===== config.mk =====
export PLATFORM = sky130hd
export DESIGN_NAME = mux_pair_arbiter
export DESIGN_NICKNAME = d
export VERILOG_FILES = /design/src/rtl/mux_pair_arbiter.sv
export SDC_FILE = /design/constraint.sdc
export NUM_CORES = 1
export LEC_CHECK = 0
export BUFFER_PORTS_ARGS = -buffer_cell sky130_fd_sc_hd__clkbuf_2
export CAP_MARGIN = 20
export CORE_UTILIZATION = 38
export DETAILED_ROUTE_END_ITERATION = 16
export GPL_ROUTABILITY_DRIVEN = 0
export PLACE_DENSITY = 0.68
export SKIP_LAST_GASP = 1
export SLEW_MARGIN = 5
export SYNTH_ARGS = -nofsm -noshare
export SYNTH_HDL_FRONTEND = slang
export SYNTH_SLANG_ARGS = --single-unit

===== constraint.sdc =====
create_clock -name clk -period 1.2 [get_ports clk]
set_input_delay 0.18 -clock clk [delete_from_list [all_inputs] [get_ports clk]]
set_output_delay 0.18 -clock clk [all_outputs]
set_load 0.02 [all_outputs]

===== src/rtl/mux_pair_arbiter.sv =====
// Round-robin arbiter and capture stage around genericMux2x1: drives sel, registers f, offers it via valid/ready.
// Define ARB_FIXED_PRIORITY_EN to make req1 always win contention instead of alternating.
module mux_pair_arbiter #(
    parameter int n = 8
) (
    input  logic         clk,
    input  logic         reset,
    input  logic         req0,
    input  logic         req1,
    input  logic [n-1:0] f,
    input  logic         dataReady,
    output logic         sel,
    output logic         ack0,
    output logic         ack1,
    output logic [n-1:0] dataOut,
    output logic         dataValid
);

    typedef enum logic [1:0] {
        IDLE     = 2'd0,
        CAPTURE  = 2'd1,
        WAIT_OUT = 2'd2
    } state_t;

    state_t       state_q, state_d;
    logic         sel_q, sel_d;
    logic         ack0_q, ack0_d;
    logic         ack1_q, ack1_d;
    logic [n-1:0] data_out_q, data_out_d;
    logic         data_valid_q, data_valid_d;
    logic         any_req;
    logic         grant_ch;

    assign any_req = req0 | req1;

`ifdef ARB_FIXED_PRIORITY_EN
    assign grant_ch = req1;
`else
    logic last_grant_q, last_grant_d;

    // Resetting to 1 lets channel 0 win the very first contention.
    assign grant_ch = (req0 && req1) ? ~last_grant_q : req1;

    always_comb begin
        last_grant_d = last_grant_q;
        if (state_q == IDLE && any_req)
            last_grant_d = grant_ch;
    end

    always_ff @(posedge clk or posedge reset) begin
        if (reset)
            last_grant_q <= 1'b1;
        else
            last_grant_q <= last_grant_d;
    end
`endif

    always_ff @(posedge clk or posedge reset) begin
        if (reset) begin
            state_q      <= IDLE;
            sel_q        <= 1'b0;
            ack0_q       <= 1'b0;
            ack1_q       <= 1'b0;
            data_out_q   <= '0;
            data_valid_q <= 1'b0;
        end else begin
            state_q      <= state_d;
            sel_q        <= sel_d;
            ack0_q       <= ack0_d;
            ack1_q       <= ack1_d;
            data_out_q   <= data_out_d;
            data_valid_q <= data_valid_d;
        end
    end

    always_comb begin
        state_d = state_q;
        case (state_q)
            IDLE:     if (any_req) state_d = CAPTURE;
            CAPTURE:  state_d = WAIT_OUT;
            WAIT_OUT: if (data_valid_q && dataReady) state_d = IDLE;
            default:  state_d = IDLE;
        endcase
    end

    // CAPTURE samples f one cycle after the grant, once the mux has settled on the registered sel.
    always_comb begin
        sel_d        = sel_q;
        ack0_d       = 1'b0;
        ack1_d       = 1'b0;
        data_out_d   = data_out_q;
        data_valid_d = data_valid_q;
        case (state_q)
            IDLE: begin
                if (any_req)
                    sel_d = grant_ch;
            end
            CAPTURE: begin
                data_out_d   = f;
                data_valid_d = 1'b1;
                ack0_d       = ~sel_q;
                ack1_d       = sel_q;
            end
            WAIT_OUT: begin
                if (data_valid_q && dataReady)
                    data_valid_d = 1'b0;
            end
            default: ;
        endcase
    end

    assign sel       = sel_q;
    assign ack0      = ack0_q;
    assign ack1      = ack1_q;
    assign dataOut   = data_out_q;
    assign dataValid = data_valid_q;

endmodule


# == Word level (Yosys, flattened, before mapping) ==
# Cells that the tools add are included.
# op_classes
div_mod_pow,0
reduce_logical,8
n_shift,0
bitwise,3
add_sub_neg,0
n_eq_ne,4
n_lt_le_gt_ge,0
multipliers,0
mux,8
# ops
operator,n
2-bit one-hot mux with 3 select lines,1
2-bit AND reduction,3
1-bit two-way mux,4
2-bit two-way mux,2
"2-bit != test, second input constant",2
1-bit logical AND,3
"2-bit by 1-bit == test with 1-bit output, second input constant",1
"2-bit == test, second input constant",1
2-bit zero test,1
1-bit NOT,2
1-bit one-hot mux with 2 select lines,1
2-bit nonzero test,1
1-bit OR,1
# totals
output_inout_bits,12
inputBits,13
ff_bits,15
wordCells,30
mem_count,0
mem_bits_ro,0
latchBits,0
ram_bits,0

# == Depth between registers and ports, before layout ==
# Gate-level depths: netlist (run 1).
# depth
ltp_word,3
mapped_depth,3
depth_no_buf,2

# == Least setup slack after synthesis (run 1) ==
# Ideal clock, no wire load.
# synth_timing
kind,register to register
startpoint,reg state_q[0]
endpoint,"reg sel_q, in the netlist sel"
arrival_time_ns,1.011
period_less_slack_ns,1.133
t_required_ns,1.078
setup_time_ns,0.122
n_path_buf,0
stages_incl_launch_ff,3
path_slack_ns,0.067
path_cell_list,dfrtp_1 -> or3b_1 -> a32o_1
# synth_via
elab_chain_cells,2
# synth_lines
item,line_no,rtl
from (decl),25,"state_t state_q, state_d;"
from (signal assigned),67,state_q <= state_d;
2-bit zero test,93,case (state_q)
2-bit AND reduction (no line),n/a,
to (signal assigned),68,sel_q <= sel_d;
to (decl),26,"logic sel_q, sel_d;"
# Every way passes these cells.
# A chain may end at the register's enable or synchronous reset.

# == Final worst setup path (run 1) ==
# Same ends and word-level chain as after synthesis.

==> results of run 1 <==
-- where the power goes --
group / internal, W / switching [W]
Clock: 0.000128 / 0.000146
Combinational: 0.0000440 / 0.0000440
Sequential: 0.000522 / 0.00000841
-- registers in the layout, indices dropped and copies added, names as in the netlist --
register	count
ack0	1
sel	1
last_grant_q	1
dataOut	8
dataValid	1
state_q	2
ack1	1
-- synth_stat cells --
cell type	instances	share of area (%)
o21a_1	1	1.2
or3b_1	1	1.4
a21o_1	1	1.2
a2bb2oi_1	1	1.4
mux2_4	7	17
a32o_1	1	1.6
a21boi_0	1	1.2
nor2_1	3	1.8
dfrtp_1	14	56
mux2_2	1	1.8
o21ai_0	1	0.81
nor4b_1	1	1.4
inv_1	3	1.8
nand2b_4	1	2.2
buf_6	1	1.8
nand2b_1	1	1.0
nand2_1	1	0.60
dfstp_2	1	4.2
and2_1	1	1.0
-- critical path, stage by stage (launching register included) --
cell,delay (ns)
dfrtp_1,0.43
or3b_4,0.41
a32o_1,0.21
-- cells by family (layout without fill, tap and decap cells) --
group           after synthesis  count (layout)  synth area share, %
simple gates                  9               9                9.476
mux                           8               8                18.75
flops                        15              15                60.69
compound gates                6               6                7.461
buf+inv                       4              34                3.629
-- final timing paths --
path / from / end / slack (ns) / cells past startpoint
setup / recovery: state_q[0] / sel / 0.04 / 2
hold / removal: req1 / state_q[0] / 0.14 / 2
setup reg to reg: state_q[0] / sel / 0.04 / 2
hold reg to reg: sel / ack0 / 0.50 / 1
max in group asynchronous: reset / dataOut[7] / 0.33 / 3
min in group asynchronous: reset / state_q[1] / 0.49 / 3
-- layout make-up --
type | instances | area [sq um] | share of cell area (%)
Inverter | 3 | 11.26 | 1.402
Clock buffer | 4 | 26.28 | 3.271
Multi-Input combinational cell | 23 | 224.0 | 27.88
Sequential cell | 15 | 376.6 | 46.88
Timing Repair Buffer | 27 | 145.1 | 18.07
Tap cell | 16 | 20.02 | 2.492
-- metal layers --
layer  global-route usage, %  wire length, um
met1                   17.04              508
met5                       0                0
met4                   4.375               19
met2                   20.00              488
met3                   3.879               68
-- stage by stage --
step / power [W] / setup slack, ns
6_report: 0.0008921 / 0.04218
5_1_grt: 0.0009430 / 0.003194
4_1_cts: 0.0009068 / 0.04851
3_5_place_dp: 0.0006260 / 0.06091
3_3_place_gp: 0.0006247 / 0.08632
2_1_floorplan: 0.0005862 / 0.06719
-- timing repair --
action                                  in CTS  in global routing
resized for setup                            0                  1
buffers inserted                             0                  0
hold endpoints to repair                    14                  0
endpoints found under the setup margin       0                  1
hold buffers                                 1                  0
==> flow_summary.ini, run 1 <==
[sta]
clock.fmax_mhz = 863.7
hold_violations = 0
tightestPinTransition_ns = 0.5713
skew_ns = 0.004840
rsz0062_at_grt = false
maxSlewHeadroom_pct = 61.87
setup_viol = 0
fin_setup_tns_ns = 0
slew_viol_final = 0
fin_crit_ns = 1.158
hold_slack_ns = 0.1428
post-route-period-util_pct = 96.49

[die]
fp.dieH_um = 42.41
dieWidth_um = 42.41
floorplan.rows = 14
core_sq_um = 1524
ios = 25
die-area_sq_um = 1799
initial_core_util_pct = 40.72

[cts]
clock_sinks = 15
cts_tree = done
cts_buffers = 3
clk_pin_slew_ns = 0.09
insertion_delay_ns = 0.27
ctsHtreeMaxLevel = 1
cts_root_buffer = clkbuf_4
clockBufferDepth = 2

[grt]
grt_pass1_wl_mm = 1.745
grt_antenna_before_repair = 0
grt_usage_pct = 12.85
grt_pass1_vias = 420
overflow = 0
grt_max_degree = 16

[placement]
place_area_sq_um = 764.5
placed_cells_incl_taps = 83
dp_hpwl_um = 787.4
port_buffers = 24

[logic_synthesis]
synthDistinctLibCells = 19
ys_seq_area_share_pct = 60.69
yosysWarnings = 0
synth_fp_nets = 55
syn_inst = 42
ys_ff_latch = 15
synthesis.area_sq_um = 620.6
avgSynthCellArea_sq_um = 14.78

[layout]
syn_to_final_growth_pct = 29.44
fin_nets = 86
fin_area_sq_um = 803.3
fillCellCount = 145
num_antenna_cells = 0
drive_gt1_share_pct = 55.56
final_common_cell = clkbuf_2
post-route-util_pct = 52.71
final_cells = 88
final_cell_mix = 24 x clkbuf_2, 14 x dfrtp_1, 7 x mux2_4

[routing]
drc = 0
vias = 430
drt_iter0_markers = 3
vias_per_cell = 4.886
routed_wl_mm = 1.085
drtAntennaViolNets = 0
post_drt_wl_per_cell_um = 12.33
drt-pass1-iter-count = 2

[worst_setup_path]
crit_path_start_kind = flop
crit_arrival_ns = 1.32
cp-end-kind = flop
critPathKind = reg -> reg
critPathRequiredTime_ns = 1.36
cp_max_fo = 3

[status]
status = complete, no violations

[worst_hold_path]
hold_path.class = in -> reg

[power]
peakVddDrop_mv = 0.8533
cellPowerDensity_nw_per_um2 = 1111
p_leak_nw = 0.4397

[run]
maxCapViolCount = 0
Power figures use the tool's default switching activity.
==> inputs of run 2 (changes only) <==
--- a/config.mk
+++ b/config.mk
@@ -5,6 +5,7 @@
 export SDC_FILE = /design/constraint.sdc
 export NUM_CORES = 1
 export LEC_CHECK = 0
+export ABC_AREA = 1
 export BUFFER_PORTS_ARGS = -buffer_cell sky130_fd_sc_hd__clkbuf_2
 export CAP_MARGIN = 20
 export CORE_UTILIZATION = 38
==> flow_summary.ini, run 2 <==
[status]
status = complete, no violations

[power]
p_sw_share_pct = 20.46
pwr-share-clk_pct = 34.0
cellPowerDensity_nw_per_um2 = 1076
peakVddDrop_mv = 0.6161
power_frac_seq_pct = 61.7
power_frac_comb_pct = 4.3
switching_power_w = 0.0001675
p_leak_nw = 0.4355
p_int_w = 0.0006513

[worst_setup_path]
r2r_slack_ns = 0.17
critPathKind = reg -> out
path_delay_family = flip-flops
cp.buffers_inverters = 1
r2r-start = state_q[0]
r2r_end = dataOut[2]
slowest_stage = dfrtp_1
critPathRequiredTime_ns = 1.02
crit_path_start_kind = flop
crit_arrival_ns = 0.85
slowest_delay_ns = 0.40
cp_max_fo = 4
r2r_cells = 3
cp_cell_sequence = clkbuf_2
cp-end-kind = primary output

[layout]
final_common_cell = nand2_1
fin_nets = 109
post-route-util_pct = 51.09
num_antenna_cells = 0
sequential_cell_area_sq_um = 376.6
fillCellCount = 154
syn_to_final_growth_pct = 26.14
multiInputGateArea_sq_um = 173.9
fin_area_sq_um = 760.7
drive_gt1_share_pct = 31.58
largest_register_ffs = 8
final_cell_mix = 27 x nand2_1, 24 x clkbuf_2, 14 x dfrtp_1

[worst_hold_path]
hold_path_depth = 3
min_from = f[3]
hold_path.class = in -> reg
min_to = dataOut[3]

[die]
ios = 25
fp.dieH_um = 41.84
core_sq_um = 1489
dieWidth_um = 41.84
die-area_sq_um = 1750
floorplan.rows = 14
initial_core_util_pct = 40.50

[logic_synthesis]
synthXorXnorAreaFrac_pct = 0
synth.most_common_cell = nand2_1
avgSynthCellArea_sq_um = 8.869
yosys.area.top_type_share_pct = 58.09
ys.flop_type = dfrtp_1
async_reset_ff_share_pct = 100.0
yosys-top-cells-count = 27 x nand2_1, 14 x dfrtp_1, 11 x nand3_1
synth_top_family_by_area = simple AND/OR/NAND/NOR gates
synth-edff-count = 0
synth_fp_nets = 81
yosys.area_share.simple_pct = 28.84
synth_area_leaders = dfrtp_1 58%, nand2_1 17%, nand3_1 9.1%
synth.area.mux_share_pct = 0
synthDistinctLibCells = 10
synthesis.area_sq_um = 603.1
ys_ff_latch = 15
yosys.area.top_type = dfrtp_1
yosysWarnings = 0
ys_seq_area_share_pct = 62.45
synth_compound_area_share_pct = 0
yosys.area_share.adder_pct = 0
syn_inst = 68

[placement]
place_ws_ns = 0.1665
port_buffers = 24
dp_hpwl_um = 815.9
place_area_sq_um = 724.4

[cts]
clk_pin_slew_ns = 0.09
cts_tree = done
cts_buffers = 3
cts_root_buffer = clkbuf_4
clock_sinks = 15
insertion_delay_ns = 0.27
ctsHtreeMaxLevel = 1
cts_hold_repair.buffers = 1
cts_setup_buffers = 0
post_cts_resize_count = 0
clockBufferDepth = 2

[sta]
hold_slack_ns = 0.1314
setup_viol = 0
tightestPinTransition_ns = 0.5416
rsz0062_at_grt = false
fin_ws_ns = 0.1661
hold_violations = 0
skew_ns = 0.002679
fin_setup_tns_ns = 0
maxSlewHeadroom_pct = 63.85
clock.fmax_mhz = 967.2
slew_viol_final = 0
fin_crit_ns = 1.034
post-route-period-util_pct = 86.16

[routing]
drc = 0
drt-pass1-iter-count = 4
vias = 505
vias_per_cell = 4.550
drt_iter0_markers = 11
routed_wl_mm = 1.077
post_drt_wl_per_cell_um = 9.703
drtAntennaViolNets = 0

[grt]
grt_antenna_before_repair = 0
overflow = 0
grt_max_degree = 16
grt_pass1_wl_mm = 1.973
grt_pass1_vias = 477
grt_usage_pct = 14.73

[run]
maxCapViolCount = 0
==> run 2: cell count changes after synthesis, sizes merged, moves of 2 or more <==
cell    previous run  this run
nand2              1        28
nand3              0        11
mux2               8         0
inv                3         9
nand2b             2         0
==> run 2: logic make-up after synthesis <==
logic type,count (synthesis)
buffers and inverters,11
and+or+nand+nor,42
DFF,15
==> run 2: power by group through the flow <==
stage	Combinational [W]	Sequential (W)	Clock [W]
4_1_cts	0.0000366	0.000505	0.000288
3_3_place_gp	0.0000341	0.000515	0
6_report	0.0000353	0.000505	0.000278
3_5_place_dp	0.0000340	0.000515	0
2_1_floorplan	0.0000106	0.000515	0
5_1_grt	0.0000410	0.000505	0.000322
==> run 2: stage by stage <==
stage	std cells	power [W]
after floorplan	68	0.0005257
after global placement	106	0.0005492
after detailed placement	106	0.0005491
after CTS	111	0.0008302
after global routing	111	0.0008681
final	111	0.0008188
==> run 2: layer usage <==
layer	vias up	routed length [um]	track usage, %	share of wire, %
li1	262	-	-	-
met1	232	478	19.66	44
met2	9	566	22.81	53
met3	2	27	3.913	2.5
met4	0	4	5.806	0.37
met5	-	0	0	0
==> run 2: worst max path at each step <==
stage | start | endpoint | cells past startpoint
floorplan | state_q[0] | sel | 5
global placement | state_q[0] | dataOut[2] | 3
detailed placement | state_q[0] | dataOut[0] | 3
CTS | sel | sel | 1
global route | state_q[0] | dataOut[0] | 3
finish | sel | sel | 1
==> run 2: cell type report <==
cell class                      instances  area share, %
Timing Repair Buffer                   25          17.11
Clock buffer                            4          3.454
Multi-Input combinational cell         42          22.86
Tap cell                               16          2.632
Sequential cell                        15          49.51
Inverter                                9          4.441
==> inputs of run 3 (changes only) <==
--- a/config.mk
+++ b/config.mk
@@ -5,13 +5,15 @@
 export SDC_FILE = /design/constraint.sdc
 export NUM_CORES = 1
 export LEC_CHECK = 0
-export ABC_AREA = 1
 export BUFFER_PORTS_ARGS = -buffer_cell sky130_fd_sc_hd__clkbuf_2
 export CAP_MARGIN = 20
-export CORE_UTILIZATION = 38
+export CELL_PAD_IN_SITES_DETAIL_PLACEMENT = 1
+export CELL_PAD_IN_SITES_GLOBAL_PLACEMENT = 1
+export CORE_ASPECT_RATIO = 0.75
+export CORE_UTILIZATION = 32
 export DETAILED_ROUTE_END_ITERATION = 16
 export GPL_ROUTABILITY_DRIVEN = 0
-export PLACE_DENSITY = 0.68
+export PLACE_DENSITY_LB_ADDON = 0.1
 export SKIP_LAST_GASP = 1
 export SLEW_MARGIN = 5
 export SYNTH_ARGS = -nofsm -noshare
==> flow_summary.ini, run 3 (synthesis gave the netlist of run 1 again) <==
[run]
maxCapViolCount = 0

[power]
power_frac_seq_pct = 59.1
peakVddDrop_mv = 0.7861
pwr-share-clk_pct = 31.0
p_sw_share_pct = 22.55
power_frac_comb_pct = 9.9
p_leak_nw = 0.4433
cellPowerDensity_nw_per_um2 = 1103
switching_power_w = 0.0002029
p_int_w = 0.0006968

[sta]
setup_viol = 0
slew_viol_final = 0
fin_crit_ns = 1.158
hold_violations = 0
maxSlewHeadroom_pct = 82.36
post-route-period-util_pct = 96.50
fin_setup_tns_ns = 0
skew_ns = 0.001117
rsz0062_at_grt = false
tightestPinTransition_ns = 0.2609
clock.fmax_mhz = 863.5

[status]
status = complete, no violations

[grt]
grt_usage_pct = 12.59
grt_pass1_wl_mm = 1.738
met1_usage_pct = 15.08
met2_usage_pct = 19.62
grt_pass1_vias = 393
grt_max_degree = 16
grt_antenna_before_repair = 0
top_usage_layer = met2
grtUsageMet3_pct = 7.955
overflow = 0

[layout]
fin_nets = 87
final_common_cell = clkbuf_2
fillCellCount = 194
largest_register_ffs = 8
final_cells = 95
drive_gt1_share_pct = 54.79
syn_to_final_growth_pct = 31.45
num_antenna_cells = 0
final_cell_mix = 24 x clkbuf_2, 14 x dfrtp_1, 7 x mux2_4

[worst_setup_path]
cp_max_fo = 5
critPathKind = reg -> reg
cp-end-kind = flop
crit_arrival_ns = 1.33
crit_path_start_kind = flop
critPathRequiredTime_ns = 1.37

[cts]
clockBufferDepth = 2
clock_sinks = 15
clk_pin_slew_ns = 0.08
insertion_delay_ns = 0.28
cts_setup_buffers = 0
cts_buffers = 3
cts_tree = done
cts_root_buffer = clkbuf_4
ctsHtreeMaxLevel = 1

[routing]
vias_per_cell = 4.526
routed_wl_mm = 1.137
drtAntennaViolNets = 0
drt_iter0_markers = 6
drt-pass1-iter-count = 4
drc = 0
vias = 430
post_drt_wl_per_cell_um = 11.97

[die]
floorplan.rows = 13
initial_core_util_pct = 35.00
core_sq_um = 1773
ios = 25
fp.dieH_um = 40.14
dieWidth_um = 52.85
die-area_sq_um = 2121

[worst_hold_path]
hold_path.class = in -> reg

[placement]
placed_cells_incl_taps = 90
port_buffers = 24
dp_hpwl_um = 851.4
run 3: cell types whose count changed in the layout (fill, tap and decap cells not counted), moves of 3 or more:
| cell | previous run | this run |
|---|---|---|
| mux2_4 | 0 | 7 |
| buf_4 | 0 | 3 |
| nand3_1 | 11 | 0 |
| nand2_1 | 27 | 1 |
| inv_1 | 8 | 3 |
run 3: layout make-up:
| type | instances | area, sq um | area share [%] |
|---|---|---|---|
| Clock buffer | 4 | 26.28 | 3.221 |
| Inverter | 3 | 11.26 | 1.380 |
| Multi-Input combinational cell | 23 | 221.5 | 27.15 |
| Sequential cell | 15 | 376.6 | 46.17 |
| Tap cell | 22 | 27.53 | 3.374 |
| Timing Repair Buffer | 28 | 152.6 | 18.71 |
run 3: worst paths after layout:
kind,start,endpoint,slack [ns],depth (start not counted)
setup / recovery,state_q[1],sel,0.04,2
hold / removal,f[1],dataOut[1],0.13,2
setup reg to reg,state_q[1],sel,0.04,2
hold reg to reg,sel,ack0,0.50,1
max in group asynchronous,reset,last_grant_q,0.54,4
min in group asynchronous,reset,dataOut[4],0.42,4
run 3: routing by layer:
layer | part of all wire (%) | wire length [um]
met3 | 7.9 | 90
met2 | 45 | 510
met1 | 47 | 535
met5 | 0 | 0
met4 | 0 | 0
run 3: power by group through the flow:
stage / clock [W] / sequential [W] / combinational [W]
6_report: 0.000279 / 0.000531 / 0.0000895
5_1_grt: 0.000322 / 0.000534 / 0.0000987
4_1_cts: 0.000293 / 0.000532 / 0.0000912
3_5_place_dp: 0 / 0.000541 / 0.0000887
3_3_place_gp: 0 / 0.000541 / 0.0000878
2_1_floorplan: 0 / 0.000557 / 0.0000293
run 3: metrics by stage:
step / utilization, % / worst slack [ns] / area (sq um) / power [W] / hold WS, ns
after CTS: 46.01 / 0.03338 / 815.8 / 0.0009155 / 0.1175
after global placement: 43.97 / 0.06627 / 779.5 / 0.0006286 / 0.1697
after floorplan: - / 0.06719 / 620.6 / 0.0005862 / 0.08076
after detailed placement: 43.97 / 0.04619 / 779.5 / 0.0006297 / 0.1777
after global routing: 46.01 / 0.004702 / 815.8 / 0.0009547 / 0.1103
final: 46.01 / 0.04198 / 815.8 / 0.0008997 / 0.1271
run 3: worst max-delay path: stages, from the launching register on:
cell     delay (ns)
dfrtp_1        0.43
or3b_1         0.41
a32o_1         0.22
run 3: repair_timing:
action                                 in CTS  in global routing
gates resized for setup                     0                  0
hold buffers                                1                  0
endpoints found under the hold margin      14                  0
setup endpoints to repair                   0                  1
